File: config.mk
export PLATFORM = sky130hd
export DESIGN_NAME = kbd_rx
export DESIGN_NICKNAME = d
export VERILOG_FILES = /design/src/rtl/kbd_pkg.sv /design/src/rtl/kbd_fifo.sv /design/src/rtl/kbd_rx.sv
export SDC_FILE = /design/constraint.sdc
export NUM_CORES = 1
export LEC_CHECK = 0
export BUFFER_PORTS_ARGS = -buffer_cell sky130_fd_sc_hd__buf_2
export CAP_MARGIN = 20
export CORE_AREA = 2 2 118 120
export CTS_CLUSTER_DIAMETER = 30
export DETAILED_ROUTE_END_ITERATION = 6
export DIE_AREA = 0 0 120 122
export GPL_ROUTABILITY_DRIVEN = 0
export PLACE_DENSITY = 0.49
export SYNTH_ARGS = -nofsm -noshare
export SYNTH_HDL_FRONTEND = slang
export SYNTH_SLANG_ARGS = --single-unit
File: constraint.sdc
create_clock -name clk -period 2.65 [get_ports clk]
set_input_delay 0.795 -clock clk [delete_from_list [all_inputs] [get_ports clk]]
set_output_delay 0.795 -clock clk [all_outputs]
set_load 0.02 [all_outputs]
File: src/rtl/kbd_pkg.sv
// kbd_pkg: shared definitions for the PS/2 keyboard receiver.
//   - default FIFO depth and frame timeout
//   - frame receiver state encodings
//   - frame accumulator record and odd-parity helper
package kbd_pkg;

    localparam int KBD_FIFO_DEPTH     = 8;
    localparam int KBD_TIMEOUT_CYCLES = 5000;   // 100 us at 50 MHz

    localparam logic [1:0] ST_IDLE   = 2'd0;
    localparam logic [1:0] ST_DATA   = 2'd1;
    localparam logic [1:0] ST_PARITY = 2'd2;
    localparam logic [1:0] ST_STOP   = 2'd3;

    // Partial frame being assembled by the receiver.
    typedef struct packed {
        logic [7:0] shift;      // data bits, LSB arrives first
        logic [2:0] bit_cnt;    // data bits received so far
        logic       parity_ok;  // result of the parity check
    } rx_frame_t;

    // PS/2 uses odd parity: data bits plus parity bit hold an odd number of ones.
    function automatic logic odd_parity_ok(input logic [7:0] b, input logic p);
        return ^{b, p};
    endfunction

endpackage

File: src/rtl/kbd_fifo.sv
// kbd_fifo: byte FIFO between the PS/2 frame receiver and the MMIO read port.
// Ports:
//   clk, rst        system clock, async active-high reset
//   push, push_data write strobe and byte from the receiver
//   pop             read strobe; ignored when empty
//   empty, full     occupancy flags
//   head            oldest byte, 8'h00 when empty
//   overflow        sticky: a byte was dropped because the FIFO was full
module kbd_fifo #(
    parameter int DEPTH = 8
) (
    input  logic       clk,
    input  logic       rst,
    input  logic       push,
    input  logic [7:0] push_data,
    input  logic       pop,
    output logic       empty,
    output logic       full,
    output logic [7:0] head,
    output logic       overflow
);

    localparam int AW = $clog2(DEPTH);

    logic [7:0]  mem [DEPTH];
    logic [AW-1:0] wr_ptr, rd_ptr;
    logic [AW:0]   count;
    logic          do_push, do_pop;

    assign empty = (count == '0);
    assign full  = (count == (AW+1)'(DEPTH));
    assign head  = empty ? 8'h00 : mem[rd_ptr];

    // A pop frees a slot in the same cycle, so a push into a full FIFO is
    // accepted when a pop accompanies it. A pop on empty is always dropped.
    assign do_pop  = pop & ~empty;
    assign do_push = push & (~full | do_pop);

    // Pointers are exactly AW bits wide, so wrap modulo DEPTH is free.
    always_ff @(posedge clk or posedge rst) begin
        if (rst) begin
            wr_ptr   <= '0;
            rd_ptr   <= '0;
            count    <= '0;
            overflow <= 1'b0;
        end else begin
            if (do_push) wr_ptr <= wr_ptr + 1'b1;
            if (do_pop)  rd_ptr <= rd_ptr + 1'b1;
            case ({do_push, do_pop})
                2'b10:   count <= count + 1'b1;
                2'b01:   count <= count - 1'b1;
                default: count <= count;
            endcase
            if (push & ~do_push) overflow <= 1'b1;
        end
    end

    // Storage is not reset; count guards every read.
    always_ff @(posedge clk) begin
        if (do_push) mem[wr_ptr] <= push_data;
    end

endmodule

File: src/rtl/kbd_rx.sv
// kbd_rx: PS/2 keyboard receiver with a byte FIFO.
// Synchronizes the raw PS/2 lines, decodes 11-bit frames (start, 8 data
// LSB-first, odd parity, stop) on ps2_clk falling edges and queues good bytes.
// Ports:
//   clk, rst            system clock, async active-high reset
//   ps2_clk, ps2_data   raw PS/2 lines, asynchronous to clk
//   read_enable         one-cycle pop strobe per byte consumed
//   ready               FIFO non-empty
//   overflow            sticky: a good byte was dropped on a full FIFO
//   data                FIFO head byte, 8'h00 when empty
module kbd_rx
    import kbd_pkg::*;
#(
    parameter int FIFO_DEPTH     = KBD_FIFO_DEPTH,
    parameter int TIMEOUT_CYCLES = KBD_TIMEOUT_CYCLES
) (
    input  logic       clk,
    input  logic       rst,
    input  logic       ps2_clk,
    input  logic       ps2_data,
    input  logic       read_enable,
    output logic       ready,
    output logic       overflow,
    output logic [7:0] data
);

    localparam int TW = $clog2(TIMEOUT_CYCLES + 1);

    logic        clk_s1, sync_clk, sync_clk_prev;
    logic        dat_s1, sync_dat;
    logic        fall;
    logic [1:0]  state;
    rx_frame_t   frm;
    logic [TW-1:0] idle_cnt;
    logic        timeout;
    logic        push;
    logic        fifo_empty, fifo_full;

    // Two-flop synchronizers plus an edge-history flop; all idle high so a
    // reset never manufactures a falling edge.
    always_ff @(posedge clk or posedge rst) begin
        if (rst) begin
            clk_s1        <= 1'b1;
            sync_clk      <= 1'b1;
            sync_clk_prev <= 1'b1;
            dat_s1        <= 1'b1;
            sync_dat      <= 1'b1;
        end else begin
            clk_s1        <= ps2_clk;
            sync_clk      <= clk_s1;
            sync_clk_prev <= sync_clk;
            dat_s1        <= ps2_data;
            sync_dat      <= dat_s1;
        end
    end

    assign fall = sync_clk_prev & ~sync_clk;

    // Fires on the TIMEOUT_CYCLES-th consecutive edgeless cycle of a frame.
    assign timeout = (state != ST_IDLE) && !fall &&
                     (idle_cnt == TW'(TIMEOUT_CYCLES - 1));

    always_ff @(posedge clk or posedge rst) begin
        if (rst) begin
            state    <= ST_IDLE;
            frm      <= '0;
            idle_cnt <= '0;
        end else begin
            if (state == ST_IDLE || fall || timeout) idle_cnt <= '0;
            else                                     idle_cnt <= idle_cnt + 1'b1;

            if (timeout) begin
                state       <= ST_IDLE;
                frm.bit_cnt <= '0;
            end else if (fall) begin
                case (state)
                    ST_IDLE: begin
                        if (!sync_dat) begin
                            state       <= ST_DATA;
                            frm.bit_cnt <= '0;
                        end
                    end
                    ST_DATA: begin
                        frm.shift   <= {sync_dat, frm.shift[7:1]};
                        frm.bit_cnt <= frm.bit_cnt + 1'b1;
                        if (frm.bit_cnt == 3'd7) state <= ST_PARITY;
                    end
                    ST_PARITY: begin
                        frm.parity_ok <= odd_parity_ok(frm.shift, sync_dat);
                        state         <= ST_STOP;
                    end
                    default: begin
                        state       <= ST_IDLE;
                        frm.bit_cnt <= '0;
                    end
                endcase
            end
        end
    end

    // Bad parity or a low stop bit drops the byte without any flag.
    assign push = fall && (state == ST_STOP) && frm.parity_ok && sync_dat;

    kbd_fifo #(.DEPTH(FIFO_DEPTH)) u_fifo (
        .clk       (clk),
        .rst       (rst),
        .push      (push),
        .push_data (frm.shift),
        .pop       (read_enable),
        .empty     (fifo_empty),
        .full      (fifo_full),
        .head      (data),
        .overflow  (overflow)
    );

    assign ready = ~fifo_empty;

endmodule
# [Word-level counts from Yosys, hierarchy flattened]
# Memory sizes are Yosys's and may differ from the RTL's.
# Index checks and enable logic that the tools add are counted.
[classes] add_sub_neg=6 mul=0 div_mod_pow=0 n_lt_le_gt_ge=0 eq_ne=11 n_shift=0 muxes=15 bitwise_logic=10 reduce_logical=18
[ops] op="$add 13x1->13 const B" n=1
[ops] op="$eq 13x13->1 const B" n=1
[ops] op="$mux 13" n=1
[ops] op="$reduce_and 3->1" n=4
[ops] op="$add 3x1->3 const B" n=3
[ops] op="$pmux 3 s3" n=1
[ops] op="$reduce_xor 9->1" n=1
[ops] op="$mux 2" n=4
[ops] op="$mux 8" n=1
[ops] op="$pmux 4 s2" n=1
[ops] op="$eq 2x2->1 const B" n=3
[ops] op="$mux 3" n=2
[ops] op="$ne 3x3->1 const B" n=2
[ops] op="$pmux 2 s3" n=1
[ops] op="$reduce_bool 2->1" n=3
[ops] op="$logic_and 1x1->1" n=5
[ops] op="$not 1->1" n=5
[ops] op="$add 4x1->4 const B" n=1
[ops] op="$and 1x1->1" n=4
[ops] op="$eq 2x1->1 const B" n=2
[ops] op="$eq 4x4->1 const B" n=1
[ops] op="$logic_not 4->1" n=1
[ops] op="$mux 4" n=1
[ops] op="$sub 4x1->4 const B" n=1
[ops] op="7 further kinds" n=10
[word_totals] regBits=43 latch_bits=0 ram_bits=64 mem_bits_ro=0 input_bits=5 output_inout_bits=10 n_memories=1
[memory_table] name="u_fifo.mem" words=8 width=8 read_ports=1 rd_clocked_by_memory_dff=0 write_ports=1 line_no="kbd_fifo.sv:25" source="logic [7:0] mem [DEPTH];"

# [Longest topological paths before layout]
[depth] depth_word=8 depth_mapped=12

# [Cells and area by module]
# Synthesis repeated with hierarchy kept, for this count alone.
[unflattened] hier_cells=308 hier_area_um2=4750.8
[modules_own_cells] mod="kbd_fifo" n_inst=1 cells_each=177 area_per_inst_um2=3160.5 seq_area_each_um2=2197.1
[modules_own_cells] mod="kbd_rx" n_inst=1 cells_each=131 area_per_inst_um2=1590.3 seq_area_each_um2=807.0

# [Worst setup path before layout]
# Ideal clock, no wire load.
[synth_path] path_kind="flip-flop to flip-flop" start="reg u_fifo.count[2]" end="reg u_fifo.count[2]" setup_ns=0.125 arrival_ns=2.373 required_ns=2.525 path_slack_ns=0.151 path_stages_with_launch=13 path_buffers=1 period_less_slack_ns=2.499 cell_sequence="dfrtp_1 or3_4 nor2_8 inv_2 and2_4 buf_6 ha_1 xor2_1 ha_1 a21oi_1 xor2_1 nor2_1 xor2_1"
[synth_between] elab_chain_cells=7
[synth_lines] item="from (decl)" line_no="kbd_fifo.sv:27" source="logic [AW:0] count;"
[synth_lines] item="from (signal assigned)" line_no="kbd_fifo.sv:50" source="2'b10: count <= count + 1'b1;"
[synth_lines] item="from (signal assigned)" line_no="kbd_fifo.sv:51" source="2'b01: count <= count - 1'b1;"
[synth_lines] item="from (signal assigned)" line_no="kbd_fifo.sv:52" source="default: count <= count;"
[synth_lines] item="$logic_not 4->1 *" line_no="kbd_fifo.sv:30" source="assign empty = (count == '0);"
[synth_lines] item="$not 1->1 *"
[synth_lines] item="net ready" line_no="kbd_rx.sv:22" source="output logic ready,"
[synth_lines] item="$and 1x1->1 *" line_no="kbd_fifo.sv:36" source="assign do_pop = pop & ~empty;"
[synth_lines] item="net u_fifo.do_pop" line_no="kbd_fifo.sv:28" source="logic do_push, do_pop;"
[synth_lines] item="$or 1x1->1" line_no="kbd_fifo.sv:37" source="assign do_push = push & (~full | do_pop);"
[synth_lines] item="$and 1x1->1" line_no="kbd_fifo.sv:37"
[synth_lines] item="$eq 2x1->1 or $eq 2x2->1 (tied branches)" line_no="kbd_fifo.sv:49" source="case ({do_push, do_pop})"
[synth_lines] item="$pmux 4 s2 or $reduce_bool 2->1 (tied branches)"
# Mark *: on every way through the listed nets, which the timed path passes. The rest lies on a longest branch.
# A chain may end at the register's enable or synchronous reset.

# [Final worst setup path]
[layout_path] start="reg u_fifo.rd_ptr[0]" end="out data[5]"
[layout_between] elab_chain_cells=2
[layout_lines] item="from (decl)" line_no="kbd_fifo.sv:26" source="logic [AW-1:0] wr_ptr, rd_ptr;"
[layout_lines] item="from (signal assigned)" line_no="kbd_fifo.sv:48" source="if (do_pop) rd_ptr <= rd_ptr + 1'b1;"
[layout_lines] item="$mem_v2 8x8"
[layout_lines] item="$mux 8" line_no="kbd_fifo.sv:32" source="assign head = empty ? 8'h00 : mem[rd_ptr];"
[layout_lines] item="to (decl)" line_no="kbd_rx.sv:24" source="output logic [7:0] data"
# Every way passes these cells.

==> impl_results.md <==
* Outcome: completed
* VDD IR max at around 0.00044 V
* Num CTS Buffers at 9
* Data arrival, critical path at 1.81 ns
* Slew @ Worst Pin at 0.5760 ns
* Worst setup path start: u_fifo.rd_ptr[0]$_DFFE_PP0P_
* NetSw at 1.609 mW
* CP required at ~1.9 ns
* First-pass GRT wire length at 13160 um
* Critical Path Fanout Max at 17
* R2r startpoint: u_fifo.count[2]$_DFFE_PP0P_
* ANT cells at 0
* CP Launch Type: flop
* Cell breakdown of the critical path: buf_12 -> mux4_2 -> mux2i_1 -> nor2_1 -> buf_2
* Multi-input logic area at 1526 um^2
* Syn avg cell area at ~15 um^2
* Top FF cell, synth: edfxtp_1
* Root Driver: clkbuf_16
* Core Util, Final at between 30 and 40%
* Setup tns final at 0 ns
* Die width at 120 um
* Clock Path Buffers at 2
* Register area share after synthesis at 65.35%
* Storage cell area at 3004 um^2
* Final WL at 7757 um
* Slowest stage delay, CP at 0.54 ns
* Via density at 4.599
* Clock skew at 0.009265 ns
* Worst setup EP type: output port
* Largest area contributor in the netlist: edfxtp_1
* EDFF count, synth at 64
* Synth Instances at 297
* DR pass1 iterations at 4
* Pwr Total at 5.036 mW
* Post-DP HPWL at 5172 um
* Switching share of total power at 31.95%
* Gr ovfl total at 0
* Post-CTS Hold Fix Bufs at 0
* Crit path time final at 2.610 ns
* Hold_sp: clk_s1$_DFF_PP1_
* Core Box Area at roughly 14000 um^2
* DRC at 0
* PostCTS Resize Cnt at 0
* Filler cells at roughly 1300
* Max_cap viols at 0
* Fin. Hold Viols at 0
* Internal power at ~3.4 mW
* Cell Area, Synth at 4597 um^2
* Largest cells by area after synthesis: edfxtp_1 42%, dfrtp_1 21%, mux4_2 7.8%, ha_1 3.3%, dfstp_2 2.9%
* Delay-heaviest family, CP: multiplexers
* Period utilization at 98.48%
* Vias in the first global route at 2442
* Clk pwr share at 24.8%
* Nets@finish at between 300 and 400
* Clock latency on the worst-skew pair at 0.35 ns
* Seq pwr share at 45.8%
* Final hold slack at between 0.3 and 0.4 ns
* Fmax at 0.3832 GHz
* Slew Limit Fails at 0
* Setup violations, final at 0
* Yosys cell types at 42
* CTS tree: built
* CP max-delay cell: mux4_2
* DR iter-0 viols at 190
* Htree depth at 3
* Combinational power share at 29.3%
* PwrDens at 957.3 nW/um^2
* Synth top area share at 41.81%
* Die Y at 122 um
* Initial antenna violation count at 0
* GRT Total Usage at 12.04%
* Count leader, synth: edfxtp_1
* Static leakage at about 2.1 nW
* Post-DP Area at 4979 um^2
* Yosys reg bits at 107
* Critical path buffer and inverter count at 2
* Standard-cell rows at 43
* Routed Antenna Nets at 0
* RSZ-0062 raised after global routing: yes
* IO Pins at 15
* Routed WL per cell at around 15 um
* Post-synth ARST share at about two fifths
* Post-route cell area at 5260 um^2
* CP Class: flop to output port
* Layout cells sized above 1 at 25.15%
* Syn_nets at 314
* HP Class: flop to flop
* Largest net degree at the start of global routing at 44
* Commonest cells in the synthesized netlist: 64 x edfxtp_1, 38 x dfrtp_1, 34 x nor2_1, 16 x mux4_2, 15 x xor2_1
* Port Buffers at 14
* Initial Utilization at 34.04%
* Clock transition at path regs at 0.07 ns
* Synth-to-layout area growth at 14.43%
* Vias post-DR at 2364
* CTS sink count at 107
* Ys Warns at 0
* Die footprint at 14640 um^2
* Max-slew headroom at 61.60%
==> logic make-up after synthesis <==
group,Yosys count,share of synthesized area (%)
flops,107,65.35
simple gates,86,9.826
buf+inv,15,1.443
compound gates,14,2.041
fa+ha+maj,12,3.266
xor+xnor,26,5.253
mux,37,12.82
==> worst register-to-register path, delay by kind of cell (launching register included) <==
kind / cells / cell delay (ns)
flip-flops: 1 / 0.43
adder cells (fa/ha/maj): 2 / 0.46
AND/OR/NAND/NOR: 4 / 0.79
AO/OA/AOI/OAI: 1 / 0.14
buffers and inverters: 1 / 0.04
XOR/XNOR: 3 / 0.49
==> per-layer routing <==
metal / routed length [um] / share of wire (%) / GRT usage [%] / up-vias
li1: - / - / - / 1159
met1: 3552 / 46 / 15.03 / 1175
met2: 3846 / 50 / 19.60 / 23
met3: 258 / 3.3 / 4.354 / 7
met4: 100 / 1.3 / 3.750 / 0
met5: 0 / 0 / 0 / -
==> cells in the final DEF (no fill, tap or decap), types with 5 or more instances in the layout <==
cell	instances
clkbuf_16	9
nand2_1	12
mux2i_1	9
inv_1	6
xor2_1	15
mux4_2	16
nor2_1	34
edfxtp_1	64
dfrtp_1	38
buf_4	12
nand3_1	5
nand2b_1	7
dfstp_2	5
mux2_2	11
buf_2	14
ha_1	12
nand4_1	6
xnor2_1	10
==> state kept, by name, summed over array words and instances, names as in the netlist <==
signal,count
u_fifo.count,4
idle_cnt,13
state,2
u_fifo.wr_ptr,3
u_fifo.rd_ptr,3
clk_s1,1
u_fifo.mem,64
sync_dat,1
frm,12
sync_clk_prev,1
sync_clk,1
u_fifo.overflow,1
dat_s1,1
==> power by group through the flow <==
stage | combinational, mW | sequential [mW] | clock [mW]
finish | 1.48 | 2.31 | 1.25
global route | 1.64 | 2.36 | 1.38
CTS | 1.52 | 2.31 | 1.30
detailed placement | 1.49 | 2.35 | 0
global placement | 1.48 | 2.33 | 0
floorplan | 1.18 | 2.23 | 0
==> stage by stage <==
stage / cells / worst slack [ns]
4_1_cts: 514 / 0.004304
2_1_floorplan: 297 / 0.1515
5_1_grt: 514 / -0.08103
6_report: 514 / 0.04026
3_3_place_gp: 497 / 0.2857
3_5_place_dp: 497 / 0.2120
==> repair_timing <==
action,4_1_cts,5_1_grt
endpoints found under the hold margin,0,0
setup buffers,1,0
endpoints found under the setup margin,3,8
==> final cells by class <==
cell class,instances,area share (%)
clock buffers,9,4.282
clock inverters,7,0.9277
inverters,8,0.5709
multi-input cells,175,29.02
flip-flops and latches,107,57.11
well taps,180,4.282
repair buffers,28,3.806
==> path summary, 6_finish.rpt <==
kind | end | slack [ns] | cells past startpoint
setup reg to reg | u_fifo.count[2]$_DFFE_PP0P_ | 0.19 | 11
max in group asynchronous | sync_clk_prev$_DFF_PP1_ | 1.68 | 3
min in group asynchronous | idle_cnt[2]$_DFF_PP0_ | 0.57 | 3
setup / recovery | data[5] | 0.04 | 5
hold / removal | sync_clk$_DFF_PP1_ | 0.36 | 0
hold reg to reg | sync_clk$_DFF_PP1_ | 0.36 | 0
Note: power is estimated with default switching activity, not from simulation.
